--- config.mk ---
export PLATFORM = sky130hd
export DESIGN_NAME = pipe_skid_stage
export DESIGN_NICKNAME = d
export VERILOG_FILES = /design/src/rtl/pipe_skid_stage.sv
export SDC_FILE = /design/constraint.sdc
export NUM_CORES = 1
export LEC_CHECK = 0
export CAP_MARGIN = 10
export CORE_MARGIN = 4
export CORE_UTILIZATION = 25
export CTS_CLUSTER_DIAMETER = 50
export DETAILED_ROUTE_END_ITERATION = 8
export SLEW_MARGIN = 20
export SYNTH_ARGS = -nofsm -noshare
export SYNTH_HDL_FRONTEND = slang
export SYNTH_SLANG_ARGS = --single-unit
--- constraint.sdc ---
create_clock -name clk -period 1.8 [get_ports clk]
set_input_delay 0.36 -clock clk [delete_from_list [all_inputs] [get_ports clk]]
set_output_delay 0.36 -clock clk [all_outputs]
set_load 0.1 [all_outputs]
--- src/rtl/pipe_skid_stage.sv ---
// ---------------------------------------------------------------------------
// pipe_skid_stage
//
// Elastic pipeline register with a two-entry skid buffer. It carries one
// WIDTH-bit stage bundle per entry across a valid/ready handshake. It can
// replace a fixed register bank at any stage boundary of the core.
//
// i_in_ready is computed from registered state and i_en only. It never looks
// at i_out_ready, so the ready path is broken at every stage boundary.
//
// Ports:
//   clk          rising-edge clock
//   rst_n        asynchronous active-low reset; drops all held data
//   i_clr        synchronous active-low flush; takes priority over i_en
//   i_en         stage enable; 0 freezes all state and blocks both handshakes
//   i_in_valid   upstream presents data
//   o_in_ready   stage can accept this cycle
//   i_in_data    upstream bundle
//   o_out_valid  stage presents data
//   i_out_ready  downstream accepts
//   o_out_data   bundle held in the main entry
//   o_occupancy  number of entries held (0, 1 or 2)
//   o_stall_cnt  saturating count of cycles with valid output and no ready
//   i_cnt_clr    synchronous active-high clear of o_stall_cnt
// ---------------------------------------------------------------------------
module pipe_skid_stage #(
  parameter int               WIDTH       = 32,
  parameter logic [WIDTH-1:0] RESET_VALUE = '0,
  parameter int               CNT_W       = 16
) (
  input  logic             clk,
  input  logic             rst_n,
  input  logic             i_clr,
  input  logic             i_en,
  input  logic             i_in_valid,
  output logic             o_in_ready,
  input  logic [WIDTH-1:0] i_in_data,
  output logic             o_out_valid,
  input  logic             i_out_ready,
  output logic [WIDTH-1:0] o_out_data,
  output logic [1:0]       o_occupancy,
  output logic [CNT_W-1:0] o_stall_cnt,
  input  logic             i_cnt_clr
);

  // The state encoding is {skid valid, main valid}. The value 2'b10 is not
  // part of the enum, so the skid entry can never be valid while the main
  // entry is empty.
  typedef enum logic [1:0] {
    EMPTY = 2'b00,
    ONE   = 2'b01,
    FULL  = 2'b11
  } stateT;

  localparam logic [CNT_W-1:0] CNT_MAX = '1;

  stateT            r_state;
  stateT            w_stateNext;
  logic [WIDTH-1:0] r_mainData;
  logic [WIDTH-1:0] r_skidData;
  logic [WIDTH-1:0] w_mainDataNext;
  logic [WIDTH-1:0] w_skidDataNext;
  logic [CNT_W-1:0] r_stallCnt;

  logic w_mainValid;
  logic w_skidValid;
  logic w_inXfer;
  logic w_outXfer;

  assign w_mainValid = (r_state != EMPTY);
  assign w_skidValid = (r_state == FULL);

  assign o_in_ready  = i_en & ~w_skidValid;
  assign o_out_valid = i_en & w_mainValid;
  assign o_out_data  = r_mainData;
  assign o_occupancy = {1'b0, w_mainValid} + {1'b0, w_skidValid};
  assign o_stall_cnt = r_stallCnt;

  assign w_inXfer  = i_in_valid & o_in_ready;
  assign w_outXfer = o_out_valid & i_out_ready;

  // This block computes the next state and the next data entries. A flush
  // overrides everything else, including an input transfer in the same cycle.
  // Both transfer terms already include i_en, so a frozen stage falls through
  // to hold.
  always_comb begin
    w_stateNext    = r_state;
    w_mainDataNext = r_mainData;
    w_skidDataNext = r_skidData;
    if (!i_clr) begin
      w_stateNext    = EMPTY;
      w_mainDataNext = RESET_VALUE;
      w_skidDataNext = RESET_VALUE;
    end else begin
      case (r_state)
        EMPTY: begin
          if (w_inXfer) begin
            w_stateNext    = ONE;
            w_mainDataNext = i_in_data;
          end
        end
        ONE: begin
          if (w_inXfer && w_outXfer) begin
            w_mainDataNext = i_in_data;
          end else if (w_inXfer) begin
            w_stateNext    = FULL;
            w_skidDataNext = i_in_data;
          end else if (w_outXfer) begin
            w_stateNext = EMPTY;
          end
        end
        FULL: begin
          // In this state o_in_ready is 0, so the only possible event is
          // draining the main entry and promoting the skid entry.
          if (w_outXfer) begin
            w_stateNext    = ONE;
            w_mainDataNext = r_skidData;
          end
        end
        default: begin
          w_stateNext = EMPTY;
        end
      endcase
    end
  end

  // This block holds the state and data registers. Reset is asynchronous and
  // discards anything in flight.
  always_ff @(posedge clk or negedge rst_n) begin
    if (!rst_n) begin
      r_state    <= EMPTY;
      r_mainData <= RESET_VALUE;
      r_skidData <= RESET_VALUE;
    end else begin
      r_state    <= w_stateNext;
      r_mainData <= w_mainDataNext;
      r_skidData <= w_skidDataNext;
    end
  end

  // The stall counter counts cycles where the stage offers data and the
  // downstream refuses it. It saturates rather than wraps. The clear takes
  // priority over an increment. A flush does not clear the counter, but the
  // counter also does not increment during a flush cycle.
  always_ff @(posedge clk or negedge rst_n) begin
    if (!rst_n) begin
      r_stallCnt <= '0;
    end else if (i_cnt_clr) begin
      r_stallCnt <= '0;
    end else if (i_en && w_mainValid && !i_out_ready && i_clr &&
                 (r_stallCnt != CNT_MAX)) begin
      r_stallCnt <= r_stallCnt + 1'b1;
    end
  end

endmodule
==> results of run 1 <==
==> layer usage <==
metal / global-route usage / up-vias / share of wire
li1: - / 1689 / -
met1: 0.1693 / 1804 / 0.44
met2: 0.2214 / 114 / 0.49
met3: 0.04207 / 16 / 0.055
met4: 0.03193 / 0 / 0.012
met5: 0 / - / 0
==> cells in the final DEF, fill, tap and decap left out, types with 4 or more instances in the layout <==
cell type         n
dfrtp_2           7
nor2b_4           4
buf_6             7
mux2_2           33
nor3_1            6
nand2_2           4
a21oi_1           5
nor2_1            6
mux2i_1          34
dfrtp_1          65
nand2_1          69
inv_1             5
clkdlybuf4s50_1  36
nor2b_1          35
buf_12           61
or2_4             4
clkbuf_1          4
nand3_1           5
dfrtp_4          10
a21oi_2           5
clkbuf_16        10
ha_4              4
nand4_1           6
a21boi_1         32
buf_4            31
==> final cells by class <==
type,count,share of cell area
multi-input combinational,302,0.3362
sequential,82,0.2997
timing repair buffer,138,0.2761
tap,220,0.03932
clock buffer,14,0.03628
clock inverter,2,0.008579
inverter,7,0.003753
==> kinds of logic after synthesis <==
family                   synth area share
flip-flops                         0.4770
adder cells (fa/ha/maj)           0.01454
buffers and inverters             0.03898
multiplexers                       0.1754
AO/OA/AOI/OAI                     0.09220
AND/OR/NAND/NOR                    0.1998
XOR/XNOR                         0.002036
==> repair_timing <==
item / in CTS / in global routing
hold endpoints to repair: 24 / 0
gates cloned: 3 / 2
hold buffers: 1 / 0
pin swaps: 11 / 9
setup buffers: 14 / 4
gates resized for setup: 33 / 18
setup endpoints to repair: 79 / 82
==> worst max-delay path, cell delays in order, from the launching register on <==
cell and delay, ps:
dfrtp_2 420, inv_2 70, ha_4 170, and4bb_4 340, nand4_1 200, a211oi_2 290, mux2_4 330
==> flip-flops by register name, indices dropped and copies added, names as in the netlist <==
register and count:
o_out_data 32, o_stall_cnt 16, r_skidData 32, r_state 2
==> where the power goes <==
group          switching, W  leakage (nW)  internal, W  total [W]
logic               0.00154          1.55      0.00109    0.00263
clock network      0.000726         0.151      0.00126    0.00198
registers          0.000184          1.08      0.00202    0.00220
==> stage by stage <==
step / instance area, um^2 / setup slack, ps / utilization / cells / TNS, ps
final: 7000 / -117.4 / 0.4192 / 765 / -4591
after global routing: 7000 / -201.5 / 0.4192 / 765 / -9575
after CTS: 6874 / -115.5 / 0.4116 / 760 / -3131
after detailed placement: 6276 / -397.9 / 0.3758 / 727 / -25380
after global placement: 6276 / -363.8 / 0.3758 / 727 / -22870
after floorplan: 4477 / -335.2 / - / 412 / -12280
==> cell usage after synthesis, drive strengths merged <==
master | instances | area (um^2)
nand2b | 2 | 12.51
clkbuf | 10 | 38.78
a211oi | 6 | 45.04
nor2b | 39 | 244.0
or3 | 4 | 25.02
or3b | 1 | 8.760
nand4 | 7 | 58.81
or2 | 1 | 6.260
a311oi | 1 | 8.760
a21boi | 32 | 240.2
ha | 5 | 62.56
buf | 15 | 102.6
and4bb | 1 | 12.51
mux2 | 35 | 394.1
o31ai | 2 | 15.01
nor2 | 7 | 26.28
and4b | 1 | 10.01
dfrtp | 82 | 2052
nand3b | 1 | 7.510
o21ai | 3 | 15.01
a31oi | 2 | 12.51
mux2i | 36 | 360.4
nor3 | 8 | 40.04
nand2 | 73 | 274.0
nand3 | 6 | 30.03
nand4b | 2 | 17.52
xor2 | 1 | 8.760
or4 | 1 | 7.510
o211a | 1 | 10.01
nor4 | 3 | 25.02
inv | 7 | 26.28
and3 | 1 | 6.260
a21oi | 10 | 50.05
and4 | 4 | 35.03
and2 | 2 | 12.51
==> worst paths after layout <==
check                                   start         endpoint  slack, ps  cells past startpoint
worst max-delay path               r_state[0]  o_stall_cnt[10]       -120                      6
worst min-delay path                    rst_n   o_stall_cnt[3]        490                      2
worst max register to register     r_state[0]  o_stall_cnt[10]       -120                      6
worst min register to register  r_skidData[6]    r_skidData[6]        530                      2
max in group asynchronous               rst_n   r_skidData[22]        790                      3
min in group clk                        i_clr       r_state[0]        500                      4
==> summary.md, run 1 <==
| Metric | Value |
|---|---|
| Failing checks | `negative setup slack` |
| Crit. End Element | `flip-flop` |
| Gr usage total | `0.1331` |
| Clk slew on worst S/H paths | `60 ps` |
| Syn avg cell area | `10.44 um^2` |
| Initial antenna violation count | `0` |
| Synth warnings | `0` |
| Worst-margin pin slew | `509.4 ps` |
| Vias post-DR | `3623` |
| Core Region | `0.01670 mm^2` |
| CTS tree | `yes` |
| Row count | `47` |
| Max_slew headroom | `0.6585` |
| Fmax | `521.5 MHz` |
| Nature of the critical path startpoint | `flip-flop` |
| Critical path peak fanout | `4` |
| Netlist cell types | `40` |
| H-tree depth | `3` |
| Leakage | `2.778 nW` |
| Hold/Removal Path Class | `in -> async` |
| Share of cells above drive strength 1 | `0.3853` |
| Total CTS buffers | `9` |
| Critical path type | `reg -> reg` |
| Power Total | `0.006819 W` |
| Gate Count Post-Synth | `412` |
| Vias in the first global route | `3753` |
| DR WL/cell | `16.80 um` |
| Top Ports | `91` |
| Period utilization | `1.065` |
| P&R area growth vs syn | `62.74%` |
| Drt total wl | `12.86 mm` |
| Final Setup Violations | `70` |
| First-pass GRT wire length | `20.27 mm` |
| DR pass1 iterations | `4` |
| Chip width | `139.2 um` |
| RSZ-0062 raised after global routing | `true` |
| ANT nets after route | `0` |
| Power density cells | `974.1 mW/mm^2` |
| Max_cap viols | `0` |
| CP required | `2030 ps` |
| Status | `complete, but fails checks` |
| Die ar. | `0.01937 mm^2` |
| Net count after synthesis | `456` |
| DRC viols | `0` |
| Seq. cell area | `0.002098 mm^2` |
| Starting density of the core | `0.2576` |
| Synthesized flop and latch total | `82` |
| Data arrival time of the worst path | `2140 ps` |
| Dpl hpwl | `8.237 mm` |
| Final setup margin | `-117.4 ps` |
| FILL cells | `1600` |
| Final Skew | `4.601 ps` |
| GR Overflow Total | `0` |
| I/O Buffers | `90` |
| Via/cell ratio | `4.736` |
| Multi-input gate area | `0.002354 mm^2` |
| Largest net degree at the start of global routing | `57` |
| Worst vdd ir | `0.0005232 V` |
| Routability cong. | `0.8452` |
| Clock buffer depth | `2` |
| Min Hold Slack | `494.3 ps` |
| Total Nets Final | `584` |
| Diodes inserted | `0` |
| Register area share after synthesis | `0.4770` |
| Clock sink count | `82` |
| Clock latency on the worst-skew pair | `340 ps` |
| Die Ht | `139.2 um` |
| Root Driver | `clkbuf_16` |
| Iter 0 DRT Violations | `89` |
| Final min period | `1917 ps` |
| Final hold vios | `0` |
| Slew Limit Fails | `0` |
| Synthesized area | `0.004302 mm^2` |
(Power assumes the default switching activity.)
==> run 2, diff against run 1 <==
--- a/config.mk
+++ b/config.mk
@@ -10,6 +10,8 @@
 export CORE_UTILIZATION = 25
 export CTS_CLUSTER_DIAMETER = 50
 export DETAILED_ROUTE_END_ITERATION = 8
+export GPL_TIMING_DRIVEN = 0
+export PLACE_DENSITY = 0.52
 export SLEW_MARGIN = 20
 export SYNTH_ARGS = -nofsm -noshare
 export SYNTH_HDL_FRONTEND = slang
==> summary.md, run 2 (same netlist as run 1, synthesis figures left out) <==
| Metric | Value |
|---|---|
| ANT nets after route | `0` |
| Initial antenna violation count | `0` |
| Data arrival time of the worst path | `2150 ps` |
| Final min period | `1927 ps` |
| P&R area growth vs syn | `59.57%` |
| Largest net degree at the start of global routing | `46` |
| Clk slew on worst S/H paths | `60 ps` |
| Diodes inserted | `0` |
| Chip width | `139.2 um` |
| Starting density of the core | `0.2576` |
| Clock buffer depth | `2` |
| Core Region | `0.01670 mm^2` |
| Nature of the critical path startpoint | `flip-flop` |
| Total Nets Final | `591` |
| Dpl hpwl | `8.379 mm` |
| CP required | `2030 ps` |
| DR pass1 iterations | `4` |
| Place WS | `-906.4 ps` |
| Worst-margin pin slew | `629.4 ps` |
| Cts hold-fix bufs | `0` |
| Final setup margin | `-127.5 ps` |
| Max_slew headroom | `0.5804` |
| Failing checks | `negative setup slack` |
| First-pass GRT wire length | `19.78 mm` |
| Row count | `47` |
| Top Ports | `91` |
| Routability cong. | `0.8493` |
| Share of cells above drive strength 1 | `0.4646` |
| Slew Limit Fails | `0` |
| Leakage | `2.675 nW` |
| Drt total wl | `12.59 mm` |
| Max_cap viols | `0` |
| GR Overflow Total | `0` |
| Vias in the first global route | `3707` |
| Crit. End Element | `flip-flop` |
| CTS tree | `yes` |
| Die ar. | `0.01937 mm^2` |
| Status | `complete, but fails checks` |
| H-tree depth | `3` |
| Vias post-DR | `3558` |
| Fmax | `518.8 MHz` |
| RSZ-0062 raised after global routing | `true` |
| Final core utilization | `0.4110` |
| Clock sink count | `82` |
| Final hold vios | `0` |
| Reg-to-reg endpoint | `o_out_data[11]` |
| Hold/Removal Path Class | `in -> async` |
| Most frequent cells in the layout | `64 x dfrtp_1, 48 x clkdlybuf4s15_2, 39 x nand2_1, 36 x mux2i_1, 36 x clkdlybuf4s50_1` |
| Total CTS buffers | `9` |
| Final Setup Violations | `64` |
| Final Skew | `3.557 ps` |
| Die Ht | `139.2 um` |
| Via/cell ratio | `4.615` |
| Clock latency on the worst-skew pair | `340 ps` |
| Commonest non-fill, non-tap cell in the layout | `dfrtp_1` |
| Worst vdd ir | `0.0004744 V` |
| Root Driver | `clkbuf_16` |
| Period utilization | `1.071` |
| Reg2reg path depth | `8` |
| Critical path startpoint | `r_state[0]` |
| FILL cells | `1634` |
| Critical path type | `reg -> reg` |
| Flop-to-flop setup slack | `-130 ps` |
| DRC viols | `0` |
| I/O Buffers | `90` |
| Power density cells | `951.2 mW/mm^2` |
| Critical path peak fanout | `5` |
| Gr usage total | `0.1288` |
| DR WL/cell | `16.33 um` |
| Iter 0 DRT Violations | `129` |
| RR Startpoint | `r_state[0]` |
[run 2: cell types whose count changed in the layout (fill, tap and decap cells not counted), sizes merged, moves of 3 or more]
| cell | previous run | this run |
|---|---|---|
| clkdlybuf4s15 | 0 | 48 |
| buf | 100 | 52 |
| or2 | 4 | 1 |
| clkinv | 0 | 3 |
| clkbuf | 15 | 21 |
[run 2: routing by layer]
metal,global-route usage,vias up,wire length (um)
met4,0.05201,0,174
met3,0.03690,12,644
met5,0,-,0
li1,-,1704,-
met2,0.2051,75,6122
met1,0.1652,1767,5652
[run 2: where the power goes]
| group | switching [W] | internal [W] | total, W |
|---|---|---|---|
| registers | 0.000127 | 0.00202 | 0.00215 |
| logic | 0.00156 | 0.000854 | 0.00241 |
| clock network | 0.000768 | 0.00120 | 0.00197 |
[run 2: area by class of cell]
type	instances	area, um^2	area share
plain buffers	24	244.0	0.03555
clock buffers	9	225.2	0.03281
clock inverters	6	82.58	0.01203
inverters	7	28.78	0.004192
multi-input cells	298	2514	0.3662
flip-flops and latches	82	2100	0.3059
well taps	220	275.3	0.04010
repair buffers	125	1395	0.2032
[run 2: worst max-delay path by stage]
| stage | end | slack [ps] | depth (start not counted) |
|---|---|---|---|
| after floorplan | o_out_data[0] | -340 | 7 |
| after global placement | o_stall_cnt[8] | -3430 | 1 |
| after detailed placement | o_out_valid | -910 | 3 |
| after CTS | o_stall_cnt[10] | -160 | 7 |
| after global routing | o_stall_cnt[10] | -190 | 7 |
| final | o_out_data[11] | -130 | 8 |
[run 2: stage by stage]
step	total power (W)	instance area [um^2]	cells	hold WS, ps	setup TNS, ps
2_1_floorplan	0.003675	4477	412	64.41	-12280
3_3_place_gp	0.004217	5653	722	490.9	-271460
3_5_place_dp	0.004239	5670	723	420.3	-33380
4_1_cts	0.006419	6385	757	45.50	-4553
5_1_grt	0.006802	6864	771	76.96	-9718
6_report	0.006529	6864	771	31.54	-4944
[run 2: what timing repair did]
| action | in CTS | in global routing |
|---|---|---|
| pin swaps | 9 | 28 |
| buffers inserted | 18 | 11 |
| resized for setup | 207 | 100 |
| setup endpoints to repair | 122 | 80 |
| gates cloned | 3 | 6 |
[run 2: critical path, cell delays in order (launching register included)]
cell,delay (ps)
dfrtp_2,450
ha_4,180
buf_12,130
nor2b_4,110
mux2i_1,100
o211a_4,290
buf_12,150
buf_12,130
mux2_2,260
